### config.mk
export PLATFORM = sky130hd
export DESIGN_NAME = ppu_render_scheduler
export DESIGN_NICKNAME = d
export VERILOG_FILES = /design/src/rtl/ppu_pkg.sv /design/src/rtl/ppu_vblank_timer.sv /design/src/rtl/ppu_render_scheduler.sv
export SDC_FILE = /design/constraint.sdc
export NUM_CORES = 1
export LEC_CHECK = 0
export ABC_AREA = 1
export CORE_UTILIZATION = 53
export CTS_CLUSTER_SIZE = 20
export DETAILED_ROUTE_END_ITERATION = 6
export PLACE_DENSITY = 0.85
export REMOVE_ABC_BUFFERS = 1
export SLEW_MARGIN = 20
export SYNTH_ARGS = -nofsm -noshare
export SYNTH_HDL_FRONTEND = slang
export SYNTH_SLANG_ARGS = --single-unit
### constraint.sdc
create_clock -name clk -period 2.18 [get_ports clk]
set_clock_uncertainty 0.15 [all_clocks]
set_input_delay 0.436 -clock clk [delete_from_list [all_inputs] [get_ports clk]]
set_output_delay 0.436 -clock clk [all_outputs]
set_load 0.03 [all_outputs]
### src/rtl/ppu_pkg.sv
// ppu_pkg: shared scheduler state encoding and frame geometry for the PPU render path.
package ppu_pkg;
    typedef enum logic [2:0] {
        S_ROW_BEGIN,
        S_EVAL_WAIT,
        S_ISSUE,
        S_ACK,
        S_DONE_WAIT,
        S_NEXT,
        S_VBLANK
    } sched_state_t;
    localparam int PPU_VISIBLE_ROWS  = 240;
    localparam int PPU_TILE_W        = 8;
    localparam int PPU_VBLANK_CYCLES = 6820;
endpackage

### src/rtl/ppu_vblank_timer.sv
// ppu_vblank_timer: vertical-blank counter, status flag and one-shot NMI / frame_done pulses.
module ppu_vblank_timer
    import ppu_pkg::*;
#(
    parameter int VBLANK_CYCLES = PPU_VBLANK_CYCLES
) (
    input  logic clk,
    input  logic rst,
    input  logic start,
    input  logic active,
    input  logic nmi_en,
    input  logic status_read,
    output logic expire,
    output logic vblank_flag,
    output logic nmi,
    output logic frame_done
);
    localparam int CW = $clog2(VBLANK_CYCLES);
    logic [CW-1:0] cnt;
    assign expire = active && cnt == CW'(VBLANK_CYCLES - 1);
    // NMI is only sampled on vblank entry, so a late enable does not fire one.
    always_ff @(posedge clk or negedge rst) begin
        if (!rst) begin
            cnt         <= '0;
            vblank_flag <= 1'b0;
            nmi         <= 1'b0;
            frame_done  <= 1'b0;
        end else begin
            cnt         <= start ? '0 : (active ? cnt + 1'b1 : cnt);
            vblank_flag <= start | (vblank_flag & ~status_read & ~expire);
            nmi         <= start & nmi_en;
            frame_done  <= expire;
        end
    end
endmodule

### src/rtl/ppu_render_scheduler.sv
// ppu_render_scheduler: walks visible rows and tile groups, issuing tile loads, then times vblank.
// Define PPU_SCHED_SPRITE_EVAL_EN to add the per-row sprite-evaluator handshake.
module ppu_render_scheduler
    import ppu_pkg::*;
#(
    parameter int VBLANK_CYCLES = PPU_VBLANK_CYCLES,
    parameter int LAST_ROW      = PPU_VISIBLE_ROWS - 1
) (
    input  logic       clk,
    input  logic       rst,
    input  logic [7:0] ppu_ctrl1,
    input  logic [7:0] ppu_ctrl2,
    input  logic [2:0] fine_x,
    input  logic       status_read,
    input  logic       load_busy,
    output logic       load_start,
    output logic [8:0] curr_row,
    output logic [8:0] curr_col,
    output logic       eval_req,
    input  logic       eval_done,
    output logic       vblank_flag,
    output logic       nmi,
    output logic       frame_done
);
    sched_state_t state;
    logic [5:0] tc, last_tc;
    logic vb_start, vb_expire, unused_bits;
    assign vb_start = state == S_NEXT && tc == last_tc && curr_row == 9'(LAST_ROW);
`ifdef PPU_SCHED_SPRITE_EVAL_EN
    assign unused_bits = ^{ppu_ctrl1[6:0], ppu_ctrl2[7:5], ppu_ctrl2[2:0]};
`else
    assign unused_bits = ^{ppu_ctrl1[6:0], ppu_ctrl2[7:5], ppu_ctrl2[2:0], eval_done};
    assign eval_req    = 1'b0;
`endif
    always_ff @(posedge clk or negedge rst) begin
        if (!rst) begin
            state      <= S_ROW_BEGIN;
            curr_row   <= '0;
            curr_col   <= '0;
            tc         <= '0;
            last_tc    <= '0;
            load_start <= 1'b0;
`ifdef PPU_SCHED_SPRITE_EVAL_EN
            eval_req   <= 1'b0;
`endif
        end else begin
            load_start <= 1'b0;
`ifdef PPU_SCHED_SPRITE_EVAL_EN
            eval_req   <= 1'b0;
`endif
            case (state)
                S_ROW_BEGIN: begin
                    // A nonzero fine scroll exposes one extra partial group on the left.
                    curr_col <= 9'd0 - 9'(fine_x);
                    tc       <= '0;
                    last_tc  <= (fine_x == 3'd0) ? 6'd31 : 6'd32;
`ifdef PPU_SCHED_SPRITE_EVAL_EN
                    eval_req <= 1'b1;
                    state    <= S_EVAL_WAIT;
`else
                    state    <= S_ISSUE;
`endif
                end
`ifdef PPU_SCHED_SPRITE_EVAL_EN
                S_EVAL_WAIT: if (eval_done) state <= S_ISSUE;
`endif
                S_ISSUE: begin
                    if (ppu_ctrl2[4:3] == 2'b00) state <= S_NEXT;
                    else if (!load_busy) begin
                        load_start <= 1'b1;
                        state      <= S_ACK;
                    end
                end
                S_ACK: state <= S_DONE_WAIT;
                S_DONE_WAIT: if (!load_busy) state <= S_NEXT;
                S_NEXT: begin
                    if (tc != last_tc) begin
                        tc       <= tc + 1'b1;
                        curr_col <= curr_col + 9'(PPU_TILE_W);
                        state    <= S_ISSUE;
                    end else if (vb_start) state <= S_VBLANK;
                    else begin
                        curr_row <= curr_row + 1'b1;
                        state    <= S_ROW_BEGIN;
                    end
                end
                S_VBLANK: begin
                    if (vb_expire) begin
                        curr_row <= '0;
                        state    <= S_ROW_BEGIN;
                    end
                end
                default: state <= S_ROW_BEGIN;
            endcase
        end
    end
    ppu_vblank_timer #(.VBLANK_CYCLES(VBLANK_CYCLES)) u_vblank (
        .clk         (clk),
        .rst         (rst),
        .start       (vb_start),
        .active      (state == S_VBLANK),
        .nmi_en      (ppu_ctrl1[7]),
        .status_read (status_read),
        .expire      (vb_expire),
        .vblank_flag (vblank_flag),
        .nmi         (nmi),
        .frame_done  (frame_done)
    );
endmodule

=== Yosys cells after proc, flatten, opt, wreduce, memory -nomap -nowiden ===
Index checks and enable logic that the tools add are counted.

* Bits in registers: 50
* Input port bits: 24
* Output and inout bits: 23
* Logic and storage cells: 69

* Equal/unequal tests: 15
* Bitwise operators: 6
* Add/sub/neg operators: 5
* Mux-type cells: 21
* Reductions and logical operators: 12

{| class="wikitable"
|+ Operators by type and width
! operator !! count
|-
| 2-to-1 mux 9 bit || 4
|-
| case mux 9 bit (2 select lines) || 2
|-
| 2-to-1 mux 13 bit || 2
|-
| 2-to-1 mux 3 bit || 6
|-
| case mux 3 bit (6 select lines) || 1
|-
| adder 13 x 1 -> 13 bit, second input constant || 1
|-
| equality test 13 bit, second input constant || 1
|-
| 2-to-1 mux 6 bit || 2
|-
| case mux 6 bit (2 select lines) || 1
|-
| adder 9 x 1 -> 9 bit, second input constant || 1
|-
| adder 9 x 4 -> 9 bit, second input constant || 1
|-
| equality test 3 bit, second input constant || 3
|-
| equality test 9 x 8 -> 1 bit, second input constant || 1
|-
| inequality test 2 bit, second input constant || 4
|-
| adder 6 x 1 -> 6 bit, second input constant || 1
|-
| equality test 3 x 2 -> 1 bit, second input constant || 2
|-
| equality test 6 bit || 1
|-
| zero test 3 bit || 2
|-
| inequality test 6 bit || 1
|-
| nonzero test 2 bit || 3
|-
| AND reduction 4 bit || 1
|-
| subtractor 1 x 3 -> 4 bit, first input constant || 1
|-
| bitwise AND 1 bit || 3
|-
| logical AND 1 bit || 3
|-
| 8 further kinds || 11
|}

=== Depth between registers and ports, before layout ===
Gate-level depths: netlist of the first run.

* Word-level depth: 6
* Gate-level depth with buffers: 10
* Mapped depth without buffers: 10

=== Cells and area by module ===
Synthesis of the first run repeated with hierarchy kept, for this count alone.

* Cells, all modules: 373
* Area, all modules: 2,772.7 sq um

{| class="wikitable"
|+ Modules (own cells, without submodules)
! module !! area each (sq um) !! instances !! cells an instance !! sequential area each (sq um)
|-
| ppu_render_scheduler || 1,911.8 || 1 || 260 || 750.7
|-
| ppu_vblank_timer || 860.8 || 1 || 113 || 400.4
|}

=== Worst setup path after synthesis of the first run ===
No wires, ideal clock.

* Kind: register to register
* From: register curr_row[0]
* To: register curr_row[3]
* Library setup time: 118 ps
* Path buffers: 1
* Data arrival time: 1,624 ps
* Path slack: 287 ps
* Clock period less this slack: 1,893 ps
* Data required time: 1,912 ps
* Cell stages (with the launch flop): 8
* Cells stage by stage: dfrtp_1 -> ha_1 -> nand3_1 -> nor2_1 -> nand4_4 -> buf_4 -> nand4_1 -> nand2_1

* Longest elaborated chain between the ends: 4
* Elaborated cells on any way between the ends: 8
* Classes of those cells: add/sub: 1; eq/ne: 2; mux: 3; reduce/logical: 2

{| class="wikitable"
|+ Ends and longest elaborated chain
! item !! RTL line !! text
|-
| start: declaration || ppu_render_scheduler.sv:17 || <nowiki>output logic [8:0] curr_row,</nowiki>
|-
| start signal: assignment || ppu_render_scheduler.sv:83 || <nowiki>curr_row <= curr_row + 1'b1;</nowiki>
|-
| adder 9 x 1 -> 9 bit or equality test 9 x 8 -> 1 bit (tied branches) || ppu_render_scheduler.sv:83, ppu_render_scheduler.sv:28 ||
|-
| 2-to-1 mux 9 bit or logical AND 1 bit (tied branches) || ppu_render_scheduler.sv:81, ppu_render_scheduler.sv:28 ||
|-
| 2-to-1 mux 9 bit or inequality test 2 bit (tied branches) || n/a ||
|-
| case mux 9 bit (2 select lines) or AND reduction 4 bit (tied branches) || n/a ||
|}

Several ways; a longest one is shown, not always the timed one. The select of a mux whose other input is x is not followed.
A chain may end at the register's enable or synchronous reset.

=== Final worst setup path of the first run ===
* From: register curr_row[2]
* To: output curr_row[2]

No word-level cell between the ends.

==> results of run 1 <==
stage by stage:
step	power, mW	utilization	setup slack, ps	hold slack (ps)
floorplan	2.20	-	321	-9.59
global placement	2.60	0.648	319	293
detailed placement	2.65	0.648	282	295
CTS	3.21	0.669	88.4	335
global route	3.42	0.669	38.7	383
finish	3.19	0.669	95.4	335
cells in the final DEF (no fill, tap or decap), drive strengths merged:
cell type      netlist  routed
nand2              119     119
nor2                51      51
dfrtp               46      46
inv                 44      44
clkdlybuf4s50        0      30
nand3               23      23
o21ai               23      23
nand4               12      12
nor3                 9       9
a21oi                9       9
ha                   6       6
clkbuf               1       6
xor2                 5       5
buf                  3       5
xnor2                3       3
o21a                 2       2
nand3b               1       1
o21bai               1       1
nor3b                1       1
o31ai                1       1
and3                 1       1
conb                 1       1
clkinvlp             0       1
clkinv               0       1
dlygate4sd3          0       1
power by group:
part           switching [mW]  leakage [nW]  internal [mW]  total, mW
sequential              0.198         0.607           1.04       1.24
clock                   0.297        0.0472          0.255      0.552
combinational           0.894         0.884          0.511       1.40
worst paths after layout:
path,from,endpoint
max,curr_row[2],curr_row[2]
min,curr_col[1],curr_col[1]
max reg2reg,curr_row[0],curr_row[7]
min reg2reg,curr_col[1],curr_col[1]
max in group asynchronous,rst,state[0]
min in group asynchronous,rst,curr_row[7]
routing by layer:
layer	share of wire	up-vias	global-route usage
met2	0.49	41	0.385
met5	0	-	0
li1	-	1232	-
met1	0.46	1101	0.278
met4	0.013	0	0.0812
met3	0.031	7	0.0453
tightest hold or removal path, stage by stage (launching register included):
cell and delay, ps:
dfrtp_1 360, nand2_1 50, nand2_1 50
area by class of cell:
class                           count  share of cell area
Sequential cell                    46               0.355
Clock inverter                      2             0.00386
Inverter                           44              0.0524
Clock buffer                        6              0.0254
Timing Repair Buffer               36               0.110
Multi-Input combinational cell    268               0.428
Tap cell                           67              0.0258
kinds of logic (layout without fill, tap and decap cells):
logic type / after synthesis / after routing / synth area share
AOI/OAI and AO/OA: 36 / 36 / 0.0790
other: 1 / 1 / 0.00137
and+or+nand+nor: 217 / 217 / 0.373
DFF: 46 / 46 / 0.420
buffers and inverters: 48 / 88 / 0.0731
xor gates and xnor gates: 8 / 8 / 0.0256
adders and majority gates: 6 / 6 / 0.0274
state kept, by name (all words and copies together) (netlist names):
signal and flops:
curr_col 9, curr_row 9, last_tc 2, load_start 1, state 3, tc 6
u_vblank.cnt 13, u_vblank.frame_done 1, u_vblank.nmi 1, u_vblank.vblank_flag 1
repair_timing:
action / 4_1_cts / 5_1_grt
hold buffers: 1 / 0
buffers inserted: 0 / 0
endpoints found under the hold margin: 22 / 0
==> results.yml, run 1 <==
job:
  drv_cap: 0
clock_network:
  clkSinkCount: 46
  clk_latency_ps: 310
  root_buffer: "clkbuf_8"
  htreeDepth: 2
  clk_pin_slew_worst_paths_ps: 90
  cts_buffers: 5
  cts.repair.resized: 0
  cts_tree: "built"
  clockBufferDepth: 2
timing:
  setup_violations: 0
  fin_tns_setup_ps: 0
  fmax_ghz: 0.480
  finalCritPeriodShare: 0.956
  slew-limit-headroom: 0.648
  worst_pin_slew_ps: 529
  slew_violations: 0
  rsz0062_at_grt: "no"
  hold_viol: 0
  post-route-min-period_ps: 2080
worst_hold_path:
  min_path_type: "register to register"
  min_path_cells: 2
critical_path:
  worst-r2r-setup-slack_ps: 270
  cp_max_fo: 7
  rr_worst_depth: 7
  cp_slowest_cell: "clkdlybuf4s50_1"
  crit_cells: 1
  crit_type: "register to primary output"
  cp.required_ps: 1590
  end_kind: "primary output"
  cp_cell_sequence: "clkdlybuf4s50_1"
  max_stage_delay_ps: 720
  crit_family: "buffers and inverters"
  cp-start-kind: "register"
  worstPathBufferInverterCount: 1
  worstPathArrival_ps: 1500
finish:
  final_area_um2: 3250
  seq_area_um2: 1150
  multi_input_area_um2: 1390
  drive_gt1_frac: 0.114
  fillers: 412
  areaGrowthSynthToFinish_pct: 18.5
  diodes: 0
  layout.cells.non_filler: 469
  layout.nets: 431
synthesis:
  syn_area_per_cell_um2: 7.57
  ys_types: 34
  synth_top_area_cell: "dfrtp_1"
  synth_ff_type: "dfrtp_1"
  synth_edf_count: 0
  async_flop_share: 1.00
  syn_inst: 362
  yosysSeqAreaShare: 0.420
  syn-cell-area_um2: 2740
  post-synth-top-count-cell: "nand2_1"
  yosys_register_bits: 46
  yosysTopAreaCellShare: 0.420
  synthTopCellsByCount: "112 x nand2_1, 46 x dfrtp_1, 44 x nor2_1, 37 x inv_1, 20 x nand3_1"
  ys_top_cells_by_area: "dfrtp_1 42%, nand2_1 15%, nor2_1 6.0%"
  synth-warning-count: 0
floorplanning:
  die-area_um2: 5460
  chipWidth_um: 73.9
  fp-row-count: 25
  io_pins: 47
  design.core.area_um2: 4850
  die_h_um: 73.9
  initial_core_util: 0.565
drt:
  firstDrtPassIters: 4
  via_count: 2381
  drtIter0Drc: 140
  postRouteAntennaNets: 0
  post-route-drc-count: 0
  post_drt_via_cell_ratio: 5.08
  routed_wl_mm: 5.50
  wl_per_cell_um: 11.7
global_route:
  grt_first_pass_wirelength_mm: 9.27
  grt_antenna_before_repair: 0
  grt_pass1_vias: 2139
  grt_usage: 0.224
  grt_max_degree: 25
  overflow: 0
power_and_ir_drop:
  leakagePower_nw: 1.54
  p_per_area_nw_per_um2: 984
  ir_drop_v: 0.000643
status:
  status: "finished, final reports clean"
placed_design:
  dpl.cell_count: 460
  routabilityCongestion: 0.891
  numPortBuffers: 31
  dp_hpwl_mm: 4.03
  placed_area_um2: 3140
Power figures use the tool's default switching activity.
==> run 2, diff against run 1 <==
--- a/config.mk
+++ b/config.mk
@@ -6,6 +6,7 @@
 export NUM_CORES = 1
 export LEC_CHECK = 0
 export ABC_AREA = 1
+export CAP_MARGIN = 20
 export CORE_UTILIZATION = 53
 export CTS_CLUSTER_SIZE = 20
 export DETAILED_ROUTE_END_ITERATION = 6
==> results of run 2 <==
Final layout, timing and power as in run 1 (identical DEF).
